## src/rtl/avalon_st_pkt_source_pkg.sv

```systemverilog
// Shared definitions for the Avalon-ST packet source: FSM encodings and a
// constant-function log2 used to size pointers and counters.
package avalon_st_pkt_source_pkg;

  localparam logic [0:0] ST_IDLE = 1'b0;
  localparam logic [0:0] ST_SEND = 1'b1;

  // Ceiling log2, usable in parameter expressions.
  function automatic int clog2(input int value);
    int r;
    int v;
    r = 0;
    v = value - 1;
    while (v > 0) begin
      r = r + 1;
      v = v >> 1;
    end
    return r;
  endfunction

endpackage

```

## src/rtl/avalon_sync_fifo.sv

```systemverilog
// Single-clock FIFO with a combinational head read. A write that coincides
// with a pop is accepted even when full, since the pop frees the slot.
module avalon_sync_fifo
  import avalon_st_pkt_source_pkg::*;
#(
  parameter int DATA_W = 8,
  parameter int DEPTH  = 16,
  parameter int CNT_W  = clog2(DEPTH + 1)
) (
  input  logic              clk,
  input  logic              resetn,
  input  logic              wr_en,
  input  logic [DATA_W-1:0] wr_data,
  input  logic              rd_en,
  output logic [DATA_W-1:0] rd_data,
  output logic [CNT_W-1:0]  count,
  output logic              full
);

  localparam int PTR_W = clog2(DEPTH);

  logic [DATA_W-1:0] mem [DEPTH];
  logic [PTR_W-1:0]  wr_ptr;
  logic [PTR_W-1:0]  rd_ptr;
  logic              empty;
  logic              do_rd;
  logic              do_wr;

  assign empty   = (count == '0);
  assign full    = (count == CNT_W'(DEPTH));
  assign do_rd   = rd_en && !empty;
  assign do_wr   = wr_en && (!full || do_rd);
  assign rd_data = mem[rd_ptr];

  // Storage needs no reset: a slot is only read after it has been written.
  always_ff @(posedge clk) begin
    if (do_wr) begin
      mem[wr_ptr] <= wr_data;
    end
  end

  // DEPTH is a power of two, so the pointers wrap by natural overflow.
  always_ff @(posedge clk or negedge resetn) begin
    if (!resetn) begin
      wr_ptr <= '0;
      rd_ptr <= '0;
      count  <= '0;
    end else begin
      if (do_wr) begin
        wr_ptr <= wr_ptr + PTR_W'(1);
      end
      if (do_rd) begin
        rd_ptr <= rd_ptr + PTR_W'(1);
      end
      count <= count + CNT_W'(do_wr) - CNT_W'(do_rd);
    end
  end

endmodule

```

## src/rtl/avalon_st_pkt_source.sv

```systemverilog
// Avalon-ST packet source (ready latency 0): streams pkt_len words from the
// internal FIFO as one sop/eop framed packet per accepted start.
module avalon_st_pkt_source
  import avalon_st_pkt_source_pkg::*;
#(
  parameter int DATA_W = 8,
  parameter int DEPTH  = 16,
  parameter int CNT_W  = clog2(DEPTH + 1)
) (
  input  logic              clk,
  input  logic              resetn,
  input  logic              wr_en,
  input  logic [DATA_W-1:0] wr_data,
  output logic              full,
  output logic [CNT_W-1:0]  count,
  input  logic              start,
  input  logic [CNT_W-1:0]  pkt_len,
  output logic              busy,
  output logic              done,
  output logic              valid,
  input  logic              ready,
  output logic [DATA_W-1:0] data,
  output logic              sop,
  output logic              eop,
  output logic [0:0]        state_dbg
);

  // Handshake: a beat moves on a rising edge with valid && ready. Once valid
  // rises, valid/data/sop/eop are frozen until that beat has moved.

  logic [0:0]        state;
  logic [CNT_W-1:0]  remaining;
  logic [DATA_W-1:0] head;
  logic              accept;
  logic              xfer;
  logic              pop;

  assign state_dbg = state;

  // The length check against count is what rules out FIFO underrun.
  assign accept = (state == ST_IDLE) && start &&
                  (pkt_len != '0) && (pkt_len <= count);
  assign xfer   = (state == ST_SEND) && valid && ready;
  assign pop    = accept || (xfer && !eop);

  avalon_sync_fifo #(
    .DATA_W (DATA_W),
    .DEPTH  (DEPTH),
    .CNT_W  (CNT_W)
  ) u_fifo (
    .clk     (clk),
    .resetn  (resetn),
    .wr_en   (wr_en),
    .wr_data (wr_data),
    .rd_en   (pop),
    .rd_data (head),
    .count   (count),
    .full    (full)
  );

  always_ff @(posedge clk or negedge resetn) begin
    if (!resetn) begin
      state     <= ST_IDLE;
      remaining <= '0;
      valid     <= 1'b0;
      sop       <= 1'b0;
      eop       <= 1'b0;
      data      <= '0;
      busy      <= 1'b0;
      done      <= 1'b0;
    end else begin
      done <= 1'b0;
      case (state)
        ST_IDLE: begin
          if (accept) begin
            remaining <= pkt_len;
            data      <= head;
            valid     <= 1'b1;
            sop       <= 1'b1;
            eop       <= (pkt_len == CNT_W'(1));
            busy      <= 1'b1;
            state     <= ST_SEND;
          end
        end
        ST_SEND: begin
          if (xfer) begin
            if (eop) begin
              valid <= 1'b0;
              sop   <= 1'b0;
              eop   <= 1'b0;
              busy  <= 1'b0;
              done  <= 1'b1;
              state <= ST_IDLE;
            end else begin
              // remaining counts the beat on the bus, so 2 means the next one is last.
              data      <= head;
              sop       <= 1'b0;
              eop       <= (remaining == CNT_W'(2));
              remaining <= remaining - CNT_W'(1);
            end
          end
        end
      endcase
    end
  end

endmodule

```

## config.mk

```make
export PLATFORM = sky130hd
export DESIGN_NAME = avalon_st_pkt_source
export DESIGN_NICKNAME = d
export VERILOG_FILES = /design/src/rtl/avalon_st_pkt_source_pkg.sv /design/src/rtl/avalon_sync_fifo.sv /design/src/rtl/avalon_st_pkt_source.sv
export SDC_FILE = /design/constraint.sdc
export NUM_CORES = 1
export LEC_CHECK = 0
export ABC_AREA = 0
export CORE_ASPECT_RATIO = 0.7
export CORE_MARGIN = 2
export CORE_UTILIZATION = 55
export DETAILED_ROUTE_END_ITERATION = 8
export GPL_TIMING_DRIVEN = 0
export PLACE_DENSITY = 0.77
export SYNTH_ARGS = -nofsm -noshare
export SYNTH_HDL_FRONTEND = slang
export SYNTH_SLANG_ARGS = --single-unit
```

## constraint.sdc

```tcl
create_clock -name clk -period 5 [get_ports clk]
set_clock_uncertainty 0.2 [all_clocks]
set_input_delay 1 -clock clk [delete_from_list [all_inputs] [get_ports clk]]
set_output_delay 1 -clock clk [all_outputs]
set_load 0.005 [all_outputs]
```

# Word level (Yosys, flattened, before mapping)
# Memory sizes are Yosys's and may differ from the RTL's.
# Index checks and enable logic that the tools add are counted.
# word_totals
elab_cells,70
out_inout_bits,20
input_bits,18
ramBits,128
reg_bits,31
mem_count,1
# classes
mux,27
order_cmp,1
reduce_logical,18
addsub,5
n_bitwise,1
eq_ne,7
# memory_table
name,depth,width,rd,rd_clocked_by_memory_dff,write_ports,line_no,rtl
u_fifo.mem,16,8,1,0,1,avalon_sync_fifo.sv:22,logic [DATA_W-1:0] mem [DEPTH];
# op_table
operator,count
two-way mux 8 bit,3
one-hot mux 8 bit (2 select lines),1
two-way mux 1 bit,15
two-way mux 5 bit,3
one-hot mux 5 bit (2 select lines),1
adder 4 x 1 -> 4 bit (second input constant),2
logical AND 1 bit,8
one-hot mux 1 bit (2 select lines),4
!= test 2 bit (second input constant),3
AND reduction 3 bit,2
adder 5 x 1 -> 5 bit,1
== test 5 x 1 -> 1 bit (second input constant),1
== test 5 x 2 -> 1 bit (second input constant),1
== test 5 bit (second input constant),1
<= comparator 5 bit,1
logical NOT 5 bit,1
nonzero test 5 bit,1
subtractor 5 x 1 -> 5 bit,1
subtractor 5 x 1 -> 5 bit (second input constant),1
logical NOT 1 bit,3
logical OR 1 bit,2
!= test 2 x 1 -> 1 bit (second input constant),1
AND reduction 2 bit,1
inverter 1 bit,1

# Logic depth before layout (Yosys ltp)
# logic_depth
ltp_word,10
depth_mapped,15
depth_no_buf,15

# Hierarchy
# From an unflattened synthesis, not the netlist that was laid out.
# hier_totals
hier_cells,418
hier_area_um2,6861.6
# modules_own_cells
module,area_each_um2,instances,seq_area_each_um2,cells_each
avalon_sync_fifo,5809.3,1,4169.0,318
avalon_st_pkt_source,1052.3,1,450.4,100

# Worst setup path before layout
# Ideal clock, no wire load.
# synth_timing
path_kind,in2reg
from,input pkt_len[4]
to,register u_fifo.count[4]
stages,14
path_buffers,0
path_slack_ps,1207
t_arrival_ps,3470
setup_time_ps,123
t_required_ps,4677
cell_sequence,ha_1 and3_1 o21ai_0 a32oi_2 o21ai_4 and2_4 ha_1 inv_1 ha_1 fa_1 a21oi_1 nor2_1 nor2_1 xnor2_1
# synth_between
elab_chain_cells,9
elab_cells_between_ends,10
classes_between,add/sub (2); order compare (1); reduce/logical (7)
# synth_lines
element,line_no,rtl
start: declaration,avalon_st_pkt_source.sv:17,"input logic [CNT_W-1:0] pkt_len,"
branches (longest 2 deep; another with <= comparator 5 bit),n/a,
logical AND 1 bit (*),avalon_st_pkt_source.sv:42,(pkt_len != '0) && (pkt_len <= count);
logical OR 1 bit (*),avalon_st_pkt_source.sv:44,assign pop = accept || (xfer && !eop);
logical AND 1 bit (*),avalon_sync_fifo.sv:31,assign do_rd = rd_en && !empty;
via u_fifo.do_rd,avalon_sync_fifo.sv:26,logic do_rd;
logical OR 1 bit,avalon_sync_fifo.sv:32,assign do_wr = wr_en && (!full || do_rd);
logical AND 1 bit,avalon_sync_fifo.sv:32,
adder 5 x 1 -> 5 bit,avalon_sync_fifo.sv:55,count <= count + CNT_W'(do_wr) - CNT_W'(do_rd);
subtractor 5 x 1 -> 5 bit (*),avalon_sync_fifo.sv:55,
end signal: assignment,avalon_sync_fifo.sv:55,
end: declaration,avalon_sync_fifo.sv:16,"output logic [CNT_W-1:0] count,"
# Mark *: on every way through the listed nets, which the timed path passes.
# A chain may end at the register's enable or synchronous reset.

# Final worst setup path
# layout_timing
from,input pkt_len[3]
to,register u_fifo.count[4]
# Same word-level chain as after synthesis.

==> impl_metrics.tcl <==
set metrics [dict create \
    synthesis.instances 379 \
    crit_top_cell "ha_1" \
    start_util 0.567 \
    synth_ff_type "edfxtp_1" \
    diodes 0 \
    ir_drop_v 0.000379 \
    dpl_cell_area_sq_um 7230 \
    grt.overflow.total 0 \
    synth_compound_area_frac 0.0450 \
    max_freq_ghz 0.231 \
    grt.met1_usage 0.366 \
    switching_share 0.320 \
    ant_nets 0 \
    synth_area_leader_cell "edfxtp_1" \
    slew_violations 0 \
    ys_warn_count 0 \
    grt_max_degree 32 \
    ios 38 \
    crit_chain "clkdlybuf4s50_1 > ha_1 > and3_1 > o21ai_0 > a32oi_2 > o21ai_4 > and2_4 > ha_1 > inv_1 > ha_1 > fa_1 > a21oi_1 > nor2_1 > nor2_1 > xnor2_1" \
    met2_usage 0.332 \
    r2r-start "u_fifo.count[3]$_DFF_PN0_" \
    grt_pass1_wl_microns 21000 \
    core_area_sq_um 11800 \
    viasPerCell 6.05 \
    synth_edf_count 128 \
    grt_use_total 0.233 \
    vias 3675 \
    r2r_slack_ns 1.26 \
    clock-sinks 159 \
    critical_path_buf_inv_count 2 \
    fp.dieW_microns 136 \
    grt_util_met3 0.0495 \
    wire_per_inst_microns 23.3 \
    fillCellCount 783 \
    cts_buffer_depth 2 \
    clk_transition_reported_paths_ns 0.06 \
    grt_pass1_vias 3493 \
    layout-drive-gt1-share 0.200 \
    p_seq_frac 0.384 \
    holdPathStages 1 \
    rows 33 \
    drc 0 \
    cts.repair.resized 0 \
    hold_class "reg -> reg" \
    worstPathRequired_ns 5.14 \
    clkLatencyLatePin_ns 0.42 \
    synth-simple-area-share 0.0602 \
    p_leak_nw 2.80 \
    worstMarginPinSlew_ns 1.34 \
    holdWs_ns 0.303 \
    cap_violations 0 \
    start_kind "primary input" \
    reg2reg_depth 15 \
    setup_slack_ns 0.669 \
    cts_tree "yes" \
    cp_top_family "adder cells" \
    io_buffers 37 \
    synthXorXnorAreaFrac 0.0131 \
    rsz0062_at_grt "no" \
    ys_seq_elements 159 \
    cts_made_buffers 17 \
    nets 474 \
    htreeDepth 4 \
    slew_headroom 0.0994 \
    avgSynthCellArea_sq_um 17.6 \
    fin_crit_sh 0.866 \
    syn_nets 416 \
    syn-cell-area_sq_um 6670 \
    ys_types 43 \
    stdcell_count 607 \
    synth-adder-area-share 0.0368 \
    crit_slowest_cell "a32oi_2" \
    dpl.cell_count 574 \
    first_pass_iters 6 \
    switchingPower_mw 1.49 \
    crit_type "in -> reg" \
    crit_arrival_ns 4.47 \
    antenna_found_initial 0 \
    period_minus_slack_ns 4.33 \
    synthMuxAreaShare 0.129 \
    die_area_sq_um 13000 \
    ctsHoldBuffers 0 \
    crit_start "pkt_len[3]" \
    power.share.combinational 0.351 \
    cts_root_buf "clkbuf_16" \
    synthTopCellsByArea "edfxtp_1 (58%), dfrtp_1 (12%), mux4_2 (11%)" \
    intPower_mw 3.17 \
    crit_path_max_fanout 10 \
    grt.busiest_layer "met1" \
    wl_microns 14100 \
    synth-seq-area-share 0.693 \
    yosysMostFrequentCell "edfxtp_1" \
    postCtsSetupRepairBufs 0 \
    p_per_area_nw_per_um2 596 \
    die_h_microns 96.1 \
    synth_top_family_by_area "multiplexers" \
    max_stage_delay_ns 0.53 \
    setup_tns_ns 0 \
    synthTopCellsByCount "edfxtp_1 (128), mux4_2 (32), dfrtp_1 (31), ha_1 (18)" \
    gp_congestion 0.789 \
    clkPwrFrac 0.266 \
    rr_endpoint "u_fifo.count[4]$_DFF_PN0_" \
    ys_async_sr_fraction 0.195 \
    synth_top_cell_area_share 0.577 \
    first_iter_violations 470 \
    crit_path_end_kind "flip-flop" \
    finalSetupViolations 0 \
    min_from "data[7]$_DFFE_PN0P_" \
    final_area_sq_um 7820 \
    worstHoldEndpoint "data[7]$_DFFE_PN0P_" \
    p_total_mw 4.66 \
    place_ws_ns 0.284 \
    status "finished clean" \
    area_growth_pct 17.2 \
    utilization 0.664 \
    dp_hpwl_microns 8980 \
    finalHoldViolCount 0 \
]
-- cells in the final DEF (no fill, tap or decap), types with 3 or more instances in the layout --
| cell type | n |
|---|---|
| buf_2 | 6 |
| buf_1 | 3 |
| nand4_1 | 3 |
| clkdlybuf4s50_1 | 36 |
| ha_1 | 18 |
| inv_1 | 16 |
| clkbuf_8 | 3 |
| nor2b_1 | 7 |
| nor3_1 | 9 |
| nand3_1 | 6 |
| o211ai_1 | 3 |
| a22oi_1 | 16 |
| and3_1 | 10 |
| clkinv_2 | 4 |
| mux2_2 | 9 |
| xor2_1 | 3 |
| mux4_2 | 32 |
| clkbuf_16 | 19 |
| a21o_1 | 3 |
| xnor2_1 | 7 |
| and2_1 | 3 |
| edfxtp_1 | 128 |
| a21oi_1 | 4 |
| buf_4 | 3 |
| nor2_1 | 12 |
| clkbuf_1 | 9 |
| nand2_1 | 15 |
| dfrtp_1 | 31 |
| o21ai_0 | 5 |
-- routing by layer --
layer  vias up  part of all wire  wire, microns
met5         -                 0              0
met4         0            0.0088            124
met3        15             0.079           1120
met2       151              0.45           6420
met1      1902              0.46           6480
li1       1607                 -              -
-- flip-flops by register name (all words and copies together) (netlist names) --
name           flops
state_dbg          1
data               8
u_fifo.rd_ptr      4
done               1
u_fifo.mem       128
eop                1
u_fifo.wr_ptr      4
remaining          5
u_fifo.count       5
sop                1
valid              1
-- worst max path at each step --
stage | slack, ns | cells past startpoint | endpoint
global placement | 0.36 | 15 | u_fifo.count[4]$_DFF_PN0_
global route | 0.44 | 15 | u_fifo.count[4]$_DFF_PN0_
floorplan | 1.21 | 14 | u_fifo.count[4]$_DFF_PN0_
detailed placement | 0.28 | 15 | u_fifo.count[4]$_DFF_PN0_
finish | 0.67 | 15 | u_fifo.count[4]$_DFF_PN0_
CTS | 0.70 | 15 | u_fifo.count[4]$_DFF_PN0_
-- power groups by stage --
stage,clock (mW),combinational (mW),sequential (mW)
after CTS,1.24,1.64,1.79
final,1.24,1.63,1.79
after detailed placement,0,1.61,1.81
after global placement,0,1.57,1.80
after global routing,1.30,1.78,1.81
after floorplan,0,1.09,1.79
-- logic make-up (layout without fill, tap and decap cells) --
logic type	Yosys count	after routing
adder cells (fa/ha/maj)	19	19
buffers and inverters	34	105
XOR/XNOR	10	10
AO/OA/AOI/OAI	39	39
flip-flops	159	159
multiplexers	44	44
AND/OR/NAND/NOR	74	74
-- area by class of cell --
class / instances / area, sq um / share of cell area
well taps: 157 / 196 / 0.0251
multi-input cells: 186 / 1890 / 0.242
clock buffers: 24 / 524 / 0.0671
repair buffers: 39 / 378 / 0.0483
inverters: 16 / 60.1 / 0.00768
clock inverters: 8 / 51.3 / 0.00656
flip-flops and latches: 159 / 4620 / 0.591
plain buffers: 18 / 95.1 / 0.0122
Power figures use the tool's default switching activity.
